## src/rtl/regfile_dump_reader_pkg.sv

```systemverilog
// Shared definitions for the register-file dump engine: widths, register count
// and the dump sequencer state encoding.
package regfile_dump_reader_pkg;

   localparam int unsigned DATA_WIDTH    = 16;
   localparam int unsigned NUM_REGISTERS = 16;
   localparam int unsigned REG_ADDR_W    = $clog2(NUM_REGISTERS);

   typedef enum logic [2:0] {
      IDLE,
      HALT_WAIT,
      READ,
      SEND,
      FINISH
   } dump_state_t;

   // Holding the core is required while the file is being read or streamed.
   function automatic logic holds_core(input dump_state_t s);
      return (s == HALT_WAIT) || (s == READ) || (s == SEND);
   endfunction

endpackage

```

## src/rtl/regfile_dump_reader.sv

```systemverilog
// Debug snapshot engine: halts the core, walks the register file through its
// read port and streams {index, value} words over a valid/ready link.
module regfile_dump_reader
   import regfile_dump_reader_pkg::*;
#(
   parameter int unsigned HALT_TIMEOUT = 255
) (
   input  logic                  clk,
   input  logic                  rst,
   input  logic                  start,
   output logic                  busy,
   output logic                  done,
   output logic                  error,
   output logic                  halt_req,
   input  logic                  halt_ack,
   output logic [REG_ADDR_W-1:0] rf_ra,
   input  logic [DATA_WIDTH-1:0] rf_rd,
   output logic [DATA_WIDTH-1:0] out_data,
   output logic [REG_ADDR_W-1:0] out_idx,
   output logic                  out_valid,
   input  logic                  out_ready,
   output logic                  out_last
);

   localparam int unsigned TIMER_W = (HALT_TIMEOUT > 1) ? $clog2(HALT_TIMEOUT) : 1;
   localparam logic [TIMER_W-1:0]    TIMER_LAST = TIMER_W'(HALT_TIMEOUT - 1);
   localparam logic [REG_ADDR_W-1:0] IDX_LAST   = REG_ADDR_W'(NUM_REGISTERS - 1);

   dump_state_t           state, state_n;
   logic [REG_ADDR_W-1:0] idx, idx_n;
   logic [TIMER_W-1:0]    timer, timer_n;
   logic                  error_n;
   logic [DATA_WIDTH-1:0] data_n;
   logic [REG_ADDR_W-1:0] oidx_n;

   // Next-state and next-datapath decode.
   always_comb begin
      state_n = state;
      idx_n   = idx;
      timer_n = timer;
      error_n = error;
      data_n  = out_data;
      oidx_n  = out_idx;
      case (state)
         IDLE: begin
            if (start) begin
               state_n = HALT_WAIT;
               error_n = 1'b0;
               timer_n = '0;
               idx_n   = '0;
            end
         end
         HALT_WAIT: begin
            if (halt_ack) begin
               state_n = READ;
            end else if (timer == TIMER_LAST) begin
               error_n = 1'b1;
               state_n = FINISH;
            end else begin
               timer_n = timer + TIMER_W'(1);
            end
         end
         READ: begin
            data_n  = rf_rd;
            oidx_n  = idx;
            state_n = SEND;
         end
         SEND: begin
            if (out_ready) begin
               if (idx == IDX_LAST) begin
                  state_n = FINISH;
               end else begin
                  idx_n   = idx + REG_ADDR_W'(1);
                  state_n = READ;
               end
            end
         end
         FINISH: begin
            state_n = IDLE;
         end
         default: begin
            state_n = IDLE;
         end
      endcase
   end

   // All outputs are registered from the next state so they line up with it.
   always_ff @(posedge clk or negedge rst) begin
      if (!rst) begin
         state     <= IDLE;
         idx       <= '0;
         timer     <= '0;
         error     <= 1'b0;
         busy      <= 1'b0;
         done      <= 1'b0;
         halt_req  <= 1'b0;
         out_valid <= 1'b0;
         out_last  <= 1'b0;
         out_data  <= '0;
         out_idx   <= '0;
         rf_ra     <= '0;
      end else begin
         state     <= state_n;
         idx       <= idx_n;
         timer     <= timer_n;
         error     <= error_n;
         busy      <= (state_n != IDLE);
         done      <= (state_n == FINISH);
         halt_req  <= holds_core(state_n);
         out_valid <= (state_n == SEND);
         out_last  <= (state_n == SEND) && (idx_n == IDX_LAST);
         out_data  <= data_n;
         out_idx   <= oidx_n;
         rf_ra     <= idx_n;
      end
   end

endmodule

```

## config.mk

```make
export PLATFORM = sky130hd
export DESIGN_NAME = regfile_dump_reader
export DESIGN_NICKNAME = d
export VERILOG_FILES = /design/src/rtl/regfile_dump_reader_pkg.sv /design/src/rtl/regfile_dump_reader.sv
export SDC_FILE = /design/constraint.sdc
export NUM_CORES = 1
export LEC_CHECK = 0
export BUFFER_PORTS_ARGS = -buffer_cell sky130_fd_sc_hd__buf_4
export CAP_MARGIN = 30
export CORE_MARGIN = 4
export CORE_UTILIZATION = 55
export DETAILED_ROUTE_END_ITERATION = 7
export GPL_ROUTABILITY_DRIVEN = 0
export MAX_ROUTING_LAYER = met4
export PLACE_DENSITY_LB_ADDON = 0.2
export SETUP_SLACK_MARGIN = 0.05
export SLEW_MARGIN = 20
export SYNTH_ARGS = -nofsm -noshare
export SYNTH_HDL_FRONTEND = slang
export SYNTH_SLANG_ARGS = --single-unit
```

## constraint.sdc

```tcl
create_clock -name clk -period 2.8 [get_ports clk]
set_clock_uncertainty 0.05 [all_clocks]
set_input_delay 0.14 -clock clk [delete_from_list [all_inputs] [get_ports clk]]
set_output_delay 0.14 -clock clk [all_outputs]
set_load 0.05 [all_outputs]
```

==> Yosys cells after proc, flatten, opt, wreduce, memory -nomap -nowiden <==
Cells that the tools add are included.
{ "op_classes": {"eq_ne": 14, "n_reduce_logical": 8, "addsub": 2, "mux": 18} }
{ "ops": {"columns": ["op", "n"], "rows": [
  ["$mux W8", 3],
  ["$pmux W8 S2", 1],
  ["$mux W3", 5],
  ["$eq A3 B2 Y1 const B", 4],
  ["$mux W4", 3],
  ["$pmux W3 S4", 1],
  ["$add A8 B1 Y8 const B", 1],
  ["$eq A4 B4 Y1 const B", 2],
  ["$eq A8 B8 Y1 const B", 1],
  ["$ne A2 B2 Y1 const B", 4],
  ["$pmux W4 S2", 1],
  ["$reduce_and A4 Y1", 2],
  ["$eq A3 B1 Y1 const B", 2],
  ["$add A4 B1 Y4 const B", 1],
  ["$eq A3 B3 Y1 const B", 1],
  ["$logic_not A3 Y1", 1],
  ["$mux W1", 3],
  ["$reduce_bool A3 Y1", 1],
  ["$logic_or A1 B1 Y1", 2],
  ["$pmux W1 S2", 1],
  ["$reduce_bool A2 Y1", 1],
  ["$logic_and A1 B1 Y1", 1]
]} }
{ "word_totals": {"output_inout_bits": 30, "register_bits": 41, "wordCells": 53} }

==> Logic depth before layout (Yosys ltp) <==
{ "logic_depth": {"depth_word": 7, "ltp_mapped": 6} }

==> Worst setup path before layout <==
No wires, ideal clock.
{ "synth_timing": {"path_type": "reg2reg", "start": "register idx[0]", "end": "register busy", "path_stages_with_launch": 6, "path_buffers": 0, "t_arrival_ps": 1820, "path_slack_ps": 799, "period_less_slack_ps": 2001, "required_ps": 2619, "cell_sequence": "dfrtp_1 -> ha_1 -> nand4_1 -> a221oi_1 -> a21oi_1 -> or3_1"} }
{ "synth_via": {"elab_chain_len": 5} }
{ "synth_lines": {"columns": ["element", "line_no", "rtl"], "rows": [
  ["from (decl)", "regfile_dump_reader.sv:30", "logic [REG_ADDR_W-1:0] idx, idx_n;"],
  ["from (signal assigned)", "regfile_dump_reader.sv:104", "idx <= idx_n;"],
  ["$eq A4 B4 Y1", "regfile_dump_reader.sv:70", "if (idx == IDX_LAST) begin"],
  ["$mux W3", "regfile_dump_reader.sv:70", null],
  ["$mux W3", "regfile_dump_reader.sv:69", "if (out_ready) begin"],
  ["$pmux W3 S4", "regfile_dump_reader.sv:44", "case (state)"],
  ["$reduce_bool A3 Y1", "regfile_dump_reader.sv:107", "busy <= (state_n != IDLE);"],
  ["to (signal assigned)", "regfile_dump_reader.sv:107", null],
  ["to (decl)", "regfile_dump_reader.sv:11", "output logic busy,"]
]} }
No other way between the ends.
A chain may end at the register's enable or synchronous reset.

==> Final worst setup path <==
{ "layout_timing": {"start": "register state[1]", "end": "register timer[6]"} }
{ "layout_via": {"elab_chain_len": 3, "word_cells_on_any_way": 8} }
{ "layout_lines": {"columns": ["element", "line_no", "rtl"], "rows": [
  ["from (decl)", "regfile_dump_reader.sv:29", "dump_state_t state, state_n;"],
  ["from (signal assigned)", "regfile_dump_reader.sv:103", "state <= state_n;"],
  ["$eq A3 B1 Y1 / $logic_not A3 Y1 (equally long branches)", "regfile_dump_reader.sv:44", null],
  ["$ne A2 B2 Y1 (no source line) / $reduce_bool A2 Y1 (equally long branches)", null, null],
  ["$reduce_and A4 Y1 (no source line)", null, null],
  ["to (signal assigned)", "regfile_dump_reader.sv:105", "timer <= timer_n;"],
  ["to (decl)", "regfile_dump_reader.sv:31", "logic [TIMER_W-1:0] timer, timer_n;"]
]} }
Several ways; a longest one is shown, not always the timed one.

==> metrics.txt <==
status=complete, no violations; Die Height=65.9 µm; final setup margin=0.905 ns; final instance area=2470 µm²; EDFF count, synth=0; Slew @ Worst Pin=0.580 ns; crit path buf inv count=0; largest net degree at the start of global routing=42; worst vdd ir=0.000583 V; Min-Delay Path Class=in2reg; dominant synthesized flop cell=dfrtp_1; DR DRC count=0; WP data required=3.01 ns; GRT overflow=0; Placed Area=2230 µm²; core area=3130 µm²; PD cells=1200 nW/µm²; crit path max fanout=11; CTS max path bufs=2; max-cap viol count=0; clk slew on worst S/H paths=0.11 ns; RSZ-0062 raised after global routing=false; initial antenna violation count=0; final max-slew violation count=0; Final Cycle Share=0.677; area occupied by registers=1030 µm²; die width=65.9 µm; Mapped Area=1840 µm²; I/O Pins=51; post-place setup slack=0.917 ns; Post-CTS Setup Repair Bufs=0; vias in the first global route=1460; total CTS buffers=5; Worst slew margin=0.611; Pre-Repair DR Iteration Count=4; vias=1390; Synth area leaders=dfrtp_1, mux2_2, nor4b_4, and3_1, ha_1; Post-synth ARST share=1.00; row count=20; area delta synth->final=34.1%; Fmax=528 MHz; DP HPWL=2670 µm; average size of a mapped cell=13.1 µm²; Skew-Pair Late Insertion Delay=0.35 ns; final WL=4140 µm; Routed Antenna Nets=0; crit-path max cell delay=0.60 ns; # nets final=235; Final setup violation count=0; Max H-tree Level=2; Yosys top cell area share=0.557; Crit Path Class=reg2reg; CP cell instances=nor4b_4 -> and3_1 -> a31oi_1 -> a311oi_1; Overall Global Routing Usage=0.219; clk sinks=41; YS warnings=0; first-pass GRT wire length=6790 µm; Critical-path top delay cell=nor4b_4; Multi-input gate area=754 µm²; initial core utilization=0.588; final design utilization=0.789; CTS tree=built; Crit path max-delay family=simple AND/OR/NAND/NOR gates; Synth Register Bits=41; Critical Path Source Type=flop; Seq/Total Area, Yosys=0.557; initial DRC count=34; WHS=0.0736 ns; Diodes inserted=0; Leak=1.15 nW; leading cell type in the layout, fill and taps excluded=buf_4; CP endpoint kind=flop; setup total negative slack=0 ns; most frequent cells in the layout=buf_4, dfrtp_1, mux2_2; Synth area leader=dfrtp_1; Vias/cell=5.45; post-layout min period=1.89 ns; crit path DAT=2.11 ns; root buffer cell=clkbuf_4; final hold violation count=0; Mapped Cells=141; share of cells above drive strength 1=0.412; routed wire length per instance=16.2 µm; Netlist cell types=36; filler instances=185; Die Area=4340 µm²; Mapped Nets=165; Buffers on Ports=50
-- cell usage after synthesis (2+ instances only) --
cell      number
nand3_1        4
buf_4          2
nor2_1         8
buf_6          2
nor2b_1        4
and3_1         6
a31o_2         3
dfrtp_1       41
nand2_1        5
and4b_1        2
xor2_1         3
a31oi_1        2
nor4b_4        2
a21oi_1        5
mux2i_1        3
mux2_2        20
nand4_1        3
and4_1         2
ha_1           3
inv_1          2
a311oi_1       2
buf_2          3
-- cells by family after synthesis --
kind of cell | synth area share
DFF | 0.557
and+or+nand+nor | 0.157
xor gates and xnor gates | 0.0143
AOI/OAI and AO/OA | 0.0795
adders and majority gates | 0.0204
muxes | 0.139
buffers and inverters | 0.0326
-- metrics by stage --
stage               instances  power [W]
floorplan                 141    0.00219
global placement          230    0.00260
detailed placement        230    0.00265
CTS                       255    0.00296
global route              255    0.00313
finish                    255    0.00297
-- flip-flops by register name (all words and copies together), names as in the netlist --
register,flops
busy,1
done,1
error,1
halt_req,1
idx,4
out_data,16
out_idx,4
out_last,1
out_valid,1
state,3
timer,8
-- per-layer routing --
metal | part of all wire | vias up | GRT usage
met4 | 0.023 | 0 | 0.101
li1 | - | 654 | -
met5 | 0 | - | -
met3 | 0.051 | 10 | 0.0612
met2 | 0.53 | 42 | 0.375
met1 | 0.39 | 684 | 0.235
-- power breakdown --
| part | total (W) | leakage, nW | switching, W | internal, W |
|---|---|---|---|---|
| clock | 0.000298 | 0.0314 | 0.000180 | 0.000119 |
| combinational | 0.00165 | 0.622 | 0.00103 | 0.000615 |
| sequential | 0.00102 | 0.496 | 0.000201 | 0.000818 |
-- final cells by class --
class	count	area share
inverters	2	0.00304
clock buffers	7	0.0223
well taps	44	0.0223
flip-flops and latches	41	0.416
repair buffers	70	0.231
multi-input cells	91	0.306
-- path summary, 6_finish.rpt --
check                      depth (start not counted)           end  slack [ns]         from
setup reg to reg                                   4      timer[6]        0.91     state[1]
max in group asynchronous                          2   out_data[5]        2.10          rst
min in group asynchronous                          2  out_data[10]        0.25          rst
setup / recovery                                   4      timer[6]        0.91     state[1]
hold / removal                                     3      state[1]        0.07     halt_ack
hold reg to reg                                    1   out_data[0]        0.47  out_data[0]
-- timing repair --
action | 4_1_cts | 5_1_grt
endpoints found under the hold margin | 58 | 0
hold buffers | 18 | 0
endpoints found under the setup margin | 0 | 0
gates resized for setup | 0 | 0
-- tightest hold or removal path, stage by stage --
cell and delay (ns):
buf_4 0.11, a221oi_1 0.10, nor2_1 0.09
Note: power is estimated with default switching activity, not from simulation.
